## config.mk

```make
export PLATFORM = sky130hd
export DESIGN_NAME = rr_find_first_arb
export DESIGN_NICKNAME = d
export VERILOG_FILES = /design/src/rtl/arb_pkg.sv /design/src/rtl/ff_rotate_scan.sv /design/src/rtl/rr_find_first_arb.sv
export SDC_FILE = /design/constraint.sdc
export NUM_CORES = 1
export LEC_CHECK = 0
export ABC_AREA = 0
export CAP_MARGIN = 20
export CORE_MARGIN = 2
export CORE_UTILIZATION = 59
export CTS_CLUSTER_DIAMETER = 80
export DETAILED_ROUTE_END_ITERATION = 16
export PLACE_DENSITY_LB_ADDON = 0.3
export SLEW_MARGIN = 20
export SYNTH_ARGS = -nofsm -noshare
export SYNTH_HDL_FRONTEND = slang
export SYNTH_SLANG_ARGS = --single-unit
```

## constraint.sdc

```tcl
create_clock -name clk -period 8.1 [get_ports clk]
set_input_delay 0.81 -clock clk [delete_from_list [all_inputs] [get_ports clk]]
set_output_delay 0.81 -clock clk [all_outputs]
set_load 0.02 [all_outputs]
```

## src/rtl/arb_pkg.sv

```systemverilog
// Shared types and helpers for the round-robin find-first arbiter.
// Scan direction constants, FSM state type and modulo-N index stepping.
package arb_pkg;

  localparam int ARB_DIR_UP = 0;
  localparam int ARB_DIR_DN = 1;

  typedef enum logic {
    ARB_IDLE = 1'b0,
    ARB_BUSY = 1'b1
  } arb_state_t;

  function automatic int unsigned wrap_inc(
    input int unsigned idx,
    input int unsigned n
  );
    return (idx + 1 >= n) ? 0 : idx + 1;
  endfunction

  function automatic int unsigned wrap_dec(
    input int unsigned idx,
    input int unsigned n
  );
    return (idx == 0) ? n - 1 : idx - 1;
  endfunction

endpackage

```

## src/rtl/ff_rotate_scan.sv

```systemverilog
// Rotated find-first scan: first set bit of vec starting at start,
// walking up (DIR=0) or down (DIR=1) with wrap at N_REQ-1 <-> 0.
module ff_rotate_scan
  import arb_pkg::*;
#(
  parameter int N_REQ = 4,
  parameter int DIR   = ARB_DIR_UP,
  parameter int IDX_W = $clog2(N_REQ)
) (
  input  logic [N_REQ-1:0] vec,
  input  logic [IDX_W-1:0] start,
  output logic             found,
  output logic [N_REQ-1:0] onehot,
  output logic [IDX_W-1:0] idx
);

  logic [N_REQ-1:0] rot;

  // rot[k] is the k-th candidate in scan order from start
  always_comb begin
    rot = '0;
    for (int k = 0; k < N_REQ; k++) begin
      int p;
      logic [IDX_W-1:0] pi;
      if (DIR == ARB_DIR_DN)
        p = (int'(start) - k + N_REQ) % N_REQ;
      else
        p = (int'(start) + k) % N_REQ;
      pi = IDX_W'(p);
      rot[k] = vec[pi];
    end
  end

  always_comb begin
    found  = 1'b0;
    onehot = '0;
    idx    = '0;
    for (int k = 0; k < N_REQ; k++) begin
      int p;
      logic [IDX_W-1:0] pi;
      if (DIR == ARB_DIR_DN)
        p = (int'(start) - k + N_REQ) % N_REQ;
      else
        p = (int'(start) + k) % N_REQ;
      pi = IDX_W'(p);
      if (!found && rot[k]) begin
        found      = 1'b1;
        idx        = pi;
        onehot[pi] = 1'b1;
      end
    end
  end

endmodule

```

## src/rtl/rr_find_first_arb.sv

```systemverilog
// Round-robin arbiter with grant hold until done or request drop.
// Define RR_ARB_PRIO_EN to add the hp_req high-priority qualifier.
module rr_find_first_arb
  import arb_pkg::*;
#(
  parameter int N_REQ = 4,
  parameter int DIR   = ARB_DIR_UP,
  parameter int IDX_W = $clog2(N_REQ)
) (
  input  logic             clk,
  input  logic             reset,
  input  logic [N_REQ-1:0] req,
  input  logic             done,
`ifdef RR_ARB_PRIO_EN
  input  logic [N_REQ-1:0] hp_req,
`endif
  output logic [N_REQ-1:0] gnt,
  output logic             gnt_valid,
  output logic [IDX_W-1:0] gnt_idx
);

  arb_state_t       state_q, state_d;
  logic [IDX_W-1:0] ptr_q, ptr_d;
  logic [N_REQ-1:0] gnt_q, gnt_d;
  logic [IDX_W-1:0] gnt_idx_q, gnt_idx_d;
  logic             gnt_valid_q, gnt_valid_d;

  logic             rel;
  logic [IDX_W-1:0] rel_ptr;
  logic [IDX_W-1:0] scan_start;
  logic [N_REQ-1:0] scan_vec;
  logic             win_found;
  logic [N_REQ-1:0] win_onehot;
  logic [IDX_W-1:0] win_idx;

  always_comb begin
    rel = done | ~req[gnt_idx_q];
    if (DIR == ARB_DIR_DN)
      rel_ptr = IDX_W'(wrap_dec(32'(gnt_idx_q), N_REQ));
    else
      rel_ptr = IDX_W'(wrap_inc(32'(gnt_idx_q), N_REQ));
    // the releasing owner sits out the same-edge re-arbitration
    if (state_q == ARB_IDLE) begin
      scan_vec   = req;
      scan_start = ptr_q;
    end else begin
      scan_vec   = req & ~gnt_q;
      scan_start = rel_ptr;
    end
  end

`ifdef RR_ARB_PRIO_EN
  logic [N_REQ-1:0] hp_vec;
  logic             hp_found, lp_found;
  logic [N_REQ-1:0] hp_onehot, lp_onehot;
  logic [IDX_W-1:0] hp_idx, lp_idx;

  assign hp_vec = scan_vec & hp_req;

  ff_rotate_scan #(.N_REQ(N_REQ), .DIR(DIR), .IDX_W(IDX_W)) u_hp_scan (
    .vec   (hp_vec),
    .start (scan_start),
    .found (hp_found),
    .onehot(hp_onehot),
    .idx   (hp_idx)
  );

  ff_rotate_scan #(.N_REQ(N_REQ), .DIR(DIR), .IDX_W(IDX_W)) u_lp_scan (
    .vec   (scan_vec),
    .start (scan_start),
    .found (lp_found),
    .onehot(lp_onehot),
    .idx   (lp_idx)
  );

  assign win_found  = hp_found ? hp_found  : lp_found;
  assign win_onehot = hp_found ? hp_onehot : lp_onehot;
  assign win_idx    = hp_found ? hp_idx    : lp_idx;
`else
  ff_rotate_scan #(.N_REQ(N_REQ), .DIR(DIR), .IDX_W(IDX_W)) u_scan (
    .vec   (scan_vec),
    .start (scan_start),
    .found (win_found),
    .onehot(win_onehot),
    .idx   (win_idx)
  );
`endif

  always_comb begin
    state_d     = state_q;
    ptr_d       = ptr_q;
    gnt_d       = gnt_q;
    gnt_idx_d   = gnt_idx_q;
    gnt_valid_d = gnt_valid_q;
    unique case (state_q)
      ARB_IDLE: begin
        if (win_found) begin
          state_d     = ARB_BUSY;
          gnt_d       = win_onehot;
          gnt_idx_d   = win_idx;
          gnt_valid_d = 1'b1;
        end
      end
      ARB_BUSY: begin
        if (rel) begin
          ptr_d = rel_ptr;
          if (win_found) begin
            gnt_d     = win_onehot;
            gnt_idx_d = win_idx;
          end else begin
            state_d     = ARB_IDLE;
            gnt_d       = '0;
            gnt_idx_d   = '0;
            gnt_valid_d = 1'b0;
          end
        end
      end
      default: state_d = ARB_IDLE;
    endcase
  end

  always_ff @(posedge clk or posedge reset) begin
    if (reset) begin
      state_q     <= ARB_IDLE;
      ptr_q       <= '0;
      gnt_q       <= '0;
      gnt_idx_q   <= '0;
      gnt_valid_q <= 1'b0;
    end else begin
      state_q     <= state_d;
      ptr_q       <= ptr_d;
      gnt_q       <= gnt_d;
      gnt_idx_q   <= gnt_idx_d;
      gnt_valid_q <= gnt_valid_d;
    end
  end

  assign gnt       = gnt_q;
  assign gnt_valid = gnt_valid_q;
  assign gnt_idx   = gnt_idx_q;

endmodule

```

* After elaboration in Yosys (flattened, before gate mapping)
Index checks and enable logic that the tools add are counted.
Storage, ports and cells: flip-flop bits (word level) 10, input port bits 7, word-level logic and storage cells 91
Operators by class: reduce and logical (&&, ||, !) cells 13, bitwise gates (word level) 8, $add $sub $neg 4, order comparisons 10, equality and inequality tests 3, muxes and demuxes 48
Operator list (count):
- 4-bit 2-to-1 mux | 8
- 1-bit 2-to-1 mux | 18
- 2-bit 2-to-1 mux | 9
- 2-bit by 3-bit < comparator with 1-bit output (second input constant) | 5
- 4-bit OR | 3
- 1-bit binary-select mux with 2-bit select | 5
- 1-bit demux with 2-bit select | 4
- 2-bit by 1-bit greater-or-equal comparator with 1-bit output (second input constant) | 4
- 4-bit case mux with 2 select lines | 1
- 1-bit logical AND | 7
- 2-bit adder (second input constant) | 2
- 4-bit AND | 1
- 2-bit by 1-bit inequality test with 1-bit output (second input constant) | 2
- 4-bit NOT | 1
- 1-bit case mux with 2 select lines | 2
- 2-bit case mux with 2 select lines | 1
- 2-bit AND reduction | 2
- 2-bit by 1-bit adder with 3-bit output (second input constant) | 1
- 3-bit greater-or-equal comparator (second input constant) | 1
- 1-bit logical NOT | 3
- 3-bit AND reduction | 1
- 2-bit by 1-bit adder with 2-bit output (second input constant) | 1
- 2-bit inequality test (second input constant) | 1
- 1-bit NOT | 2
- 1-bit OR | 1

* Longest topological paths before layout
Gate-level depths: netlist of run 1.
depth after elaboration 19, mapped depth 10, gate-level depth less buffers 9

* Cells and area by module
From an unflattened synthesis of run 1, not the netlist that was laid out.
Unflattened totals: cells, all modules 94, area total of the unflattened synthesis 963.4 µm²
By module, submodules not included:
- rr_find_first_arb | area an instance 540.5 µm², seq. area each 250.2 µm², cells an instance 49, instances 1
- ff_rotate_scan | area an instance 422.9 µm², seq. area each 0.0 µm², cells an instance 45, instances 1

* Least setup slack after synthesis of run 1
Ideal clock, no wire load.
path type flip-flop to flip-flop, from reg gnt_idx_q[0], in the netlist gnt_idx[0], to reg gnt_q[0], in the netlist gnt[0], buffers on the path 1, arrival 2.725 ns, required time 7.979 ns, cell stages (with the launch flop) 9, setup time 0.121 ns, period minus slack after synthesis 2.846 ns, setup slack 5.254 ns, cells stage by stage dfrtp_1 -> ha_1 -> mux2i_2 -> ha_1 -> buf_1 -> mux4_2 -> a2111oi_0 -> o22ai_1 -> a22o_1
Between the ends: longest elaborated chain between the ends 19, elaborated cells between the ends (all ways) 63, those cells by class add/sub (4); order compare (9); eq/ne (2); mux (32); bitwise (5); reduce/logical (11)
Ends and longest elaborated chain:
- start, declared | line rr_find_first_arb.sv:25 | logic [IDX_W-1:0] gnt_idx_q, gnt_idx_d;
- start signal, assigned | line rr_find_first_arb.sv:133 | gnt_idx_q <= gnt_idx_d;
- 2-bit by 1-bit adder with 3-bit output (*) | line arb_pkg.sv:17 | return (idx + 1 >= n) ? 0 : idx + 1;
- 3-bit greater-or-equal comparator | line arb_pkg.sv:17
- 2-bit 2-to-1 mux (*) | line arb_pkg.sv:17
- via rel_ptr[1] | line rr_find_first_arb.sv:29 | logic [IDX_W-1:0] rel_ptr;
- 2-bit 2-to-1 mux (*) | line rr_find_first_arb.sv:43 | if (state_q == ARB_IDLE) begin
- branches (longest 15 deep; another with 2-bit by 3-bit < comparator with 1-bit output)
- end signal, assigned | line rr_find_first_arb.sv:132 | gnt_q <= gnt_d;
- end, declared | line rr_find_first_arb.sv:24 | logic [N_REQ-1:0] gnt_q, gnt_d;
Mark *: on every way through the listed nets, which the timed path passes. The select of a mux whose other input is x is not followed. A chain may end at the register's enable or synchronous reset.

* Final worst setup path of run 1
from reg gnt_idx_q[0], in the netlist gnt_idx[0], to reg gnt_q[2], in the netlist gnt[2]
The elaborated chain is that of the path after synthesis.

==> results of run 1 <==
[registers in the layout (all words and copies together), names as in the netlist]
register	count
ptr_q	2
state_q	1
gnt	4
gnt_valid	1
gnt_idx	2
[area by class of cell]
type	instances	area share, %
clock buffer	3	1.74
sequential	10	19.3
multi-input combinational	103	63.0
inverter	12	3.48
tap	25	2.42
timing repair buffer	13	10.1
[cells in the mapped netlist]
| library cell | number |
|---|---|
| a2111oi_0 | 3 |
| a2111oi_2 | 1 |
| a211oi_1 | 4 |
| a21boi_1 | 1 |
| a21boi_2 | 3 |
| a21oi_1 | 9 |
| a21oi_2 | 1 |
| a22o_1 | 5 |
| a2bb2oi_1 | 1 |
| a32o_1 | 1 |
| and2_1 | 1 |
| and4b_4 | 1 |
| buf_1 | 1 |
| buf_4 | 1 |
| buf_6 | 1 |
| clkbuf_1 | 1 |
| dfrtp_1 | 10 |
| ha_1 | 9 |
| inv_1 | 11 |
| inv_2 | 1 |
| mux2_2 | 4 |
| mux2i_1 | 6 |
| mux2i_2 | 1 |
| mux4_2 | 3 |
| nand2_1 | 9 |
| nand3_1 | 7 |
| nand4_1 | 2 |
| nor2_1 | 7 |
| nor2_2 | 1 |
| nor2_4 | 1 |
| nor2b_1 | 2 |
| o211ai_1 | 1 |
| o21ai_0 | 7 |
| o21ai_1 | 1 |
| o21ba_4 | 1 |
| o22ai_1 | 8 |
| or2_1 | 1 |
| xnor2_1 | 1 |
[cells by family after synthesis]
kind of cell / Yosys count / synth area share (%)
AOI/OAI and AO/OA: 47 / 30.2
and+or+nand+nor: 32 / 14.4
buffers and inverters: 16 / 6.28
muxes: 14 / 16.4
DFF: 10 / 22.0
adders and majority gates: 9 / 9.91
xor gates and xnor gates: 1 / 0.771
[layer usage]
metal / vias up / global-route usage (%) / wire (µm)
met4: 0 / 8.65 / 38
li1: 512 / - / -
met5: - / 0 / 0
met3: 8 / 6.04 / 217
met1: 522 / 38.2 / 1210
met2: 62 / 45.9 / 1380
[stage by stage]
stage / cell area (µm²) / setup slack (ns)
floorplan: 1140 / 5.25
finish: 1290 / 5.05
detailed placement: 1270 / 4.85
CTS: 1290 / 5.06
global route: 1290 / 4.77
global placement: 1270 / 4.95
[path summary, 6_finish.rpt]
kind / start / to / slack, ns / depth (start not counted)
setup / recovery: gnt_idx[0] / gnt[2] / 5.05 / 7
hold / removal: ptr_q[1] / ptr_q[1] / 0.54 / 1
setup reg to reg: gnt_idx[0] / gnt[2] / 5.05 / 7
hold reg to reg: ptr_q[1] / ptr_q[1] / 0.54 / 1
max in group asynchronous: reset / ptr_q[0] / 6.99 / 2
min in group asynchronous: reset / gnt_idx[1] / 0.84 / 2
[placed cells by master, fill, tap and decap left out, types with 3 or more instances in the layout]
cell type         n
mux4_2            3
a2111oi_0         3
o22ai_1           8
a211oi_1          4
dfrtp_1          10
nor2_1            7
inv_1            11
mux2_2            4
ha_1              9
a21boi_2          3
a22o_1            5
nand3_1           7
mux2i_1           6
a21oi_1           9
o21ai_0           7
clkdlybuf4s50_1  13
clkbuf_4          3
nand2_1           9
[worst reg2reg max path, stage by stage, from the launching register on]
cell and delay, ns:
dfrtp_1 0.47, ha_1 0.37, mux2i_2 0.43, ha_1 0.44, mux4_2 0.45, a2111oi_0 0.45
o22ai_1 0.15, a22o_1 0.20
==> flow_metrics.env, run 1 <==
export IMPL_viasPerCell=6.65
export IMPL_cts_tree="done"
export IMPL_relSlewSlack_pct=51.8
export IMPL_grt_max_degree=15
export IMPL_nFillCells=132
export IMPL_cp_top_family="multiplexers"
export IMPL_die_h_um=47.9
export IMPL_rsz0062_at_grt="false"
export IMPL_min_period_ns=3.05
export IMPL_num_rows=15
export IMPL_worstSetupStartpointType="flop"
export IMPL_finalCritPeriodShare_pct=37.7
export IMPL_setup_viol=0
export IMPL_vias=1104
export IMPL_synth_seq_cells=10
export IMPL_tightest_slew_ns=0.715
export IMPL_max_clock_freq_mhz=328
export IMPL_finalHoldWorstSlack_ns=0.537
export IMPL_ios=14
export IMPL_dr_pass1_iters=4
export IMPL_grt_pass1_wl_um=4430
export IMPL_wl_um=2840
export IMPL_syn_area_per_cell_um2=8.81
export IMPL_fin_nets=159
export IMPL_worst_path_largest_cell_delay_ns=0.47
export IMPL_final_cells=166
export IMPL_yosysTopAreaCell="dfrtp_1"
export IMPL_htree_num_levels=1
export IMPL_place_inst=163
export IMPL_clk_pin_slew_ns=0.06
export IMPL_gp_congestion=0.954
export IMPL_ctsHoldBuffers=0
export IMPL_syn_inst=129
export IMPL_worst_path_buf_inv=0
export IMPL_insertion_delay_ns=0.26
export IMPL_seq_area_frac_synth_pct=22.0
export IMPL_remaining_drc_errors=0
export IMPL_path_class="reg2reg"
export IMPL_track_usage_pct=28.5
export IMPL_grt_overflow_total=0
export IMPL_critPathCaptureType="flop"
export IMPL_die_area_um2=2290
export IMPL_ys_types=38
export IMPL_synth_area_leaders="dfrtp_1 22%, ha_1 9.9%, mux4_2 5.9%"
export IMPL_crit_chain="ha_1 -> mux2i_2 -> ha_1 -> mux4_2 -> a2111oi_0 -> o22ai_1 -> a22o_1"
export IMPL_core_um2=1760
export IMPL_multi_input_area_um2=815
export IMPL_synthToLayoutAreaGrowth_pct=13.9
export IMPL_port_buffers=13
export IMPL_holdCritPathClass="reg2reg"
export IMPL_final_core_util_pct=73.3
export IMPL_outcome="completed"
export IMPL_finalHoldViolations=0
export IMPL_grt_pass1_vias=970
export IMPL_ctsRootBufferMaster="clkbuf_4"
export IMPL_maxSlewViolCount=0
export IMPL_cts_sinks=10
export IMPL_dieWidth_um=47.9
export IMPL_fin_skew_ns=0.00452
export IMPL_worst_path_most_repeated_cell="ha_1"
export IMPL_worst_endpoint_arrival_ns=3.21
export IMPL_syn_nets=145
export IMPL_cp_data_required_time_ns=8.25
export IMPL_crit_slowest_cell="dfrtp_1"
export IMPL_cts_setup_buffers=0
export IMPL_syn_area_um2=1140
export IMPL_routedWlPerCell_um=17.1
export IMPL_max_cap_violations=0
export IMPL_netlist_area_leader_share_pct=22.0
export IMPL_drt_first_iter_violations=80
export IMPL_cts_buffers=3
export IMPL_crit_fanout=10
export IMPL_ys_warn_count=0
export IMPL_hpwl_um=2270
export IMPL_area_sequential_um2=250
export IMPL_antenna_found_initial=0
export IMPL_fin_tns_setup_ns=0
export IMPL_start_util_pct=64.4
export IMPL_n_antenna_cell=0
export IMPL_drt_antenna_violating_nets=0
export IMPL_final_layout_size_suffix_gt1_share_pct=14.9
export IMPL_clock_path_buffers=2
export IMPL_postCtsResizedCells=0
Power of run 1 is not shown: default switching activity piles up to over one toggle a cycle in this logic, so the estimate is an artifact.
==> run 2, diff against run 1 <==
--- a/config.mk
+++ b/config.mk
@@ -8,7 +8,7 @@
 export ABC_AREA = 0
 export CAP_MARGIN = 20
 export CORE_MARGIN = 2
-export CORE_UTILIZATION = 59
+export CORE_UTILIZATION = 50
 export CTS_CLUSTER_DIAMETER = 80
 export DETAILED_ROUTE_END_ITERATION = 16
 export PLACE_DENSITY_LB_ADDON = 0.3
==> constraint.sdc (replaced) <==
create_clock -name clk -period 2.6 [get_ports clk]
set_input_delay 0.26 -clock clk [delete_from_list [all_inputs] [get_ports clk]]
set_output_delay 0.26 -clock clk [all_outputs]
set_load 0.02 [all_outputs]
==> flow_metrics.env, run 2 (same netlist as run 1, synthesis figures left out) <==
export IMPL_outcome="completed"
export IMPL_nFillCells=190
export IMPL_vias=1188
export IMPL_remaining_drc_errors=0
export IMPL_dr_pass1_iters=4
export IMPL_cts_tree="done"
export IMPL_viasPerCell=6.29
export IMPL_most_common_layout_cells="19 x buf_4, 13 x clkdlybuf4s50_1, 10 x inv_1"
export IMPL_ctsRootBufferMaster="clkbuf_4"
export IMPL_antenna_found_initial=0
export IMPL_ios=14
export IMPL_largest_reg_flops=4
export IMPL_path_class="reg2reg"
export IMPL_critPathCaptureType="flop"
export IMPL_rsz0062_at_grt="false"
export IMPL_wl_um=3410
export IMPL_cts_sinks=10
export IMPL_n_antenna_cell=0
export IMPL_final_cell_area_um2=1500
export IMPL_clk_pin_slew_ns=0.08
export IMPL_place_area_um2=1410
export IMPL_relSlewSlack_pct=51.7
export IMPL_dieWidth_um=51.7
export IMPL_drt_antenna_violating_nets=0
export IMPL_synthToLayoutAreaGrowth_pct=31.6
export IMPL_fin_tns_setup_ns=0
export IMPL_holdCritPathClass="in2async"
export IMPL_cp_data_required_time_ns=2.76
export IMPL_worstSetupStartpointType="flop"
export IMPL_max_clock_freq_mhz=395
export IMPL_max_cap_violations=0
export IMPL_cts_buffers=3
export IMPL_finalCritPeriodShare_pct=97.4
export IMPL_worst_endpoint_arrival_ns=2.69
export IMPL_num_rows=17
export IMPL_tightest_slew_ns=0.704
export IMPL_port_buffers=13
export IMPL_dp_slack_ns=0.0508
export IMPL_min_period_ns=2.53
export IMPL_setup_slack_ns=0.0666
export IMPL_final_common_cell="buf_4"
export IMPL_finalHoldViolations=0
export IMPL_track_usage_pct=27.0
export IMPL_maxSlewViolCount=0
export IMPL_fin_nets=178
export IMPL_htree_num_levels=1
export IMPL_crit_fanout=7
export IMPL_ctsHoldBuffers=0
export IMPL_grt_overflow_total=0
export IMPL_start_util_pct=52.4
export IMPL_final_core_util_pct=68.9
export IMPL_die_area_um2=2670
export IMPL_hpwl_um=2590
export IMPL_gp_congestion=0.927
export IMPL_routedWlPerCell_um=18.0
export IMPL_fin_skew_ns=0.00393
export IMPL_insertion_delay_ns=0.27
export IMPL_setup_viol=0
export IMPL_grt_max_degree=11
export IMPL_core_um2=2170
export IMPL_die_h_um=51.7
export IMPL_drt_first_iter_violations=35
export IMPL_clock_path_buffers=2
export IMPL_final_layout_size_suffix_gt1_share_pct=29.8
export IMPL_grt_pass1_vias=1140
export IMPL_grt_pass1_wl_um=5290
## run 2: cell types whose count changed in the layout (fill, tap and decap cells not counted), sizes merged
cell	previous run	this run
buf	0	19
clkbuf	3	4
## run 2: worst max-delay path, cell delays in order, from the launching register on
cell and delay, ns:
dfrtp_2 0.44, ha_4 0.26, mux2i_4 0.23, ha_1 0.32, mux4_2 0.42, and4b_4 0.27
o21ba_4 0.23, a22o_1 0.24
## run 2: through the flow
step	instances	hold slack [ns]
global route	189	0.324
detailed placement	180	0.546
floorplan	129	0.100
global placement	180	0.524
CTS	184	0.275
finish	189	0.262
## run 2: repair_timing
action                                 in CTS  in global routing
buffers inserted                            0                  5
setup endpoints to repair                   0                  6
endpoints found under the hold margin       0                  0
gates resized for setup                     0                  5
## run 2: worst paths after layout
check | startpoint | end | slack [ns] | depth (start not counted)
min in group clk | ptr_q[0] | ptr_q[0] | 0.57 | 1
hold / removal | reset | gnt[2] | 0.26 | 2
max in group asynchronous | reset | gnt_idx[0] | 2.03 | 2
hold reg to reg | ptr_q[0] | ptr_q[0] | 0.57 | 1
setup / recovery | gnt_idx[0] | gnt_idx[0] | 0.07 | 7
setup reg to reg | gnt_idx[0] | gnt_idx[0] | 0.07 | 7
## run 2: metal layers
metal	up-vias	share of wire [%]	track usage, %
met5	-	0	0
met4	0	2.5	11.4
met3	11	8.9	4.60
met2	69	50	44.2
met1	555	38	34.8
li1	553	-	-
## run 2: final cells by class
class	count	area, µm²	share of cell area, %
Multi-Input combinational cell	103	853	57.1
Timing Repair Buffer	32	273	18.2
Sequential cell	10	253	16.9
Inverter	12	45.0	3.01
Clock buffer	4	36.3	2.43
Tap cell	28	35.0	2.34
Power of run 2 is left out for the same reason.
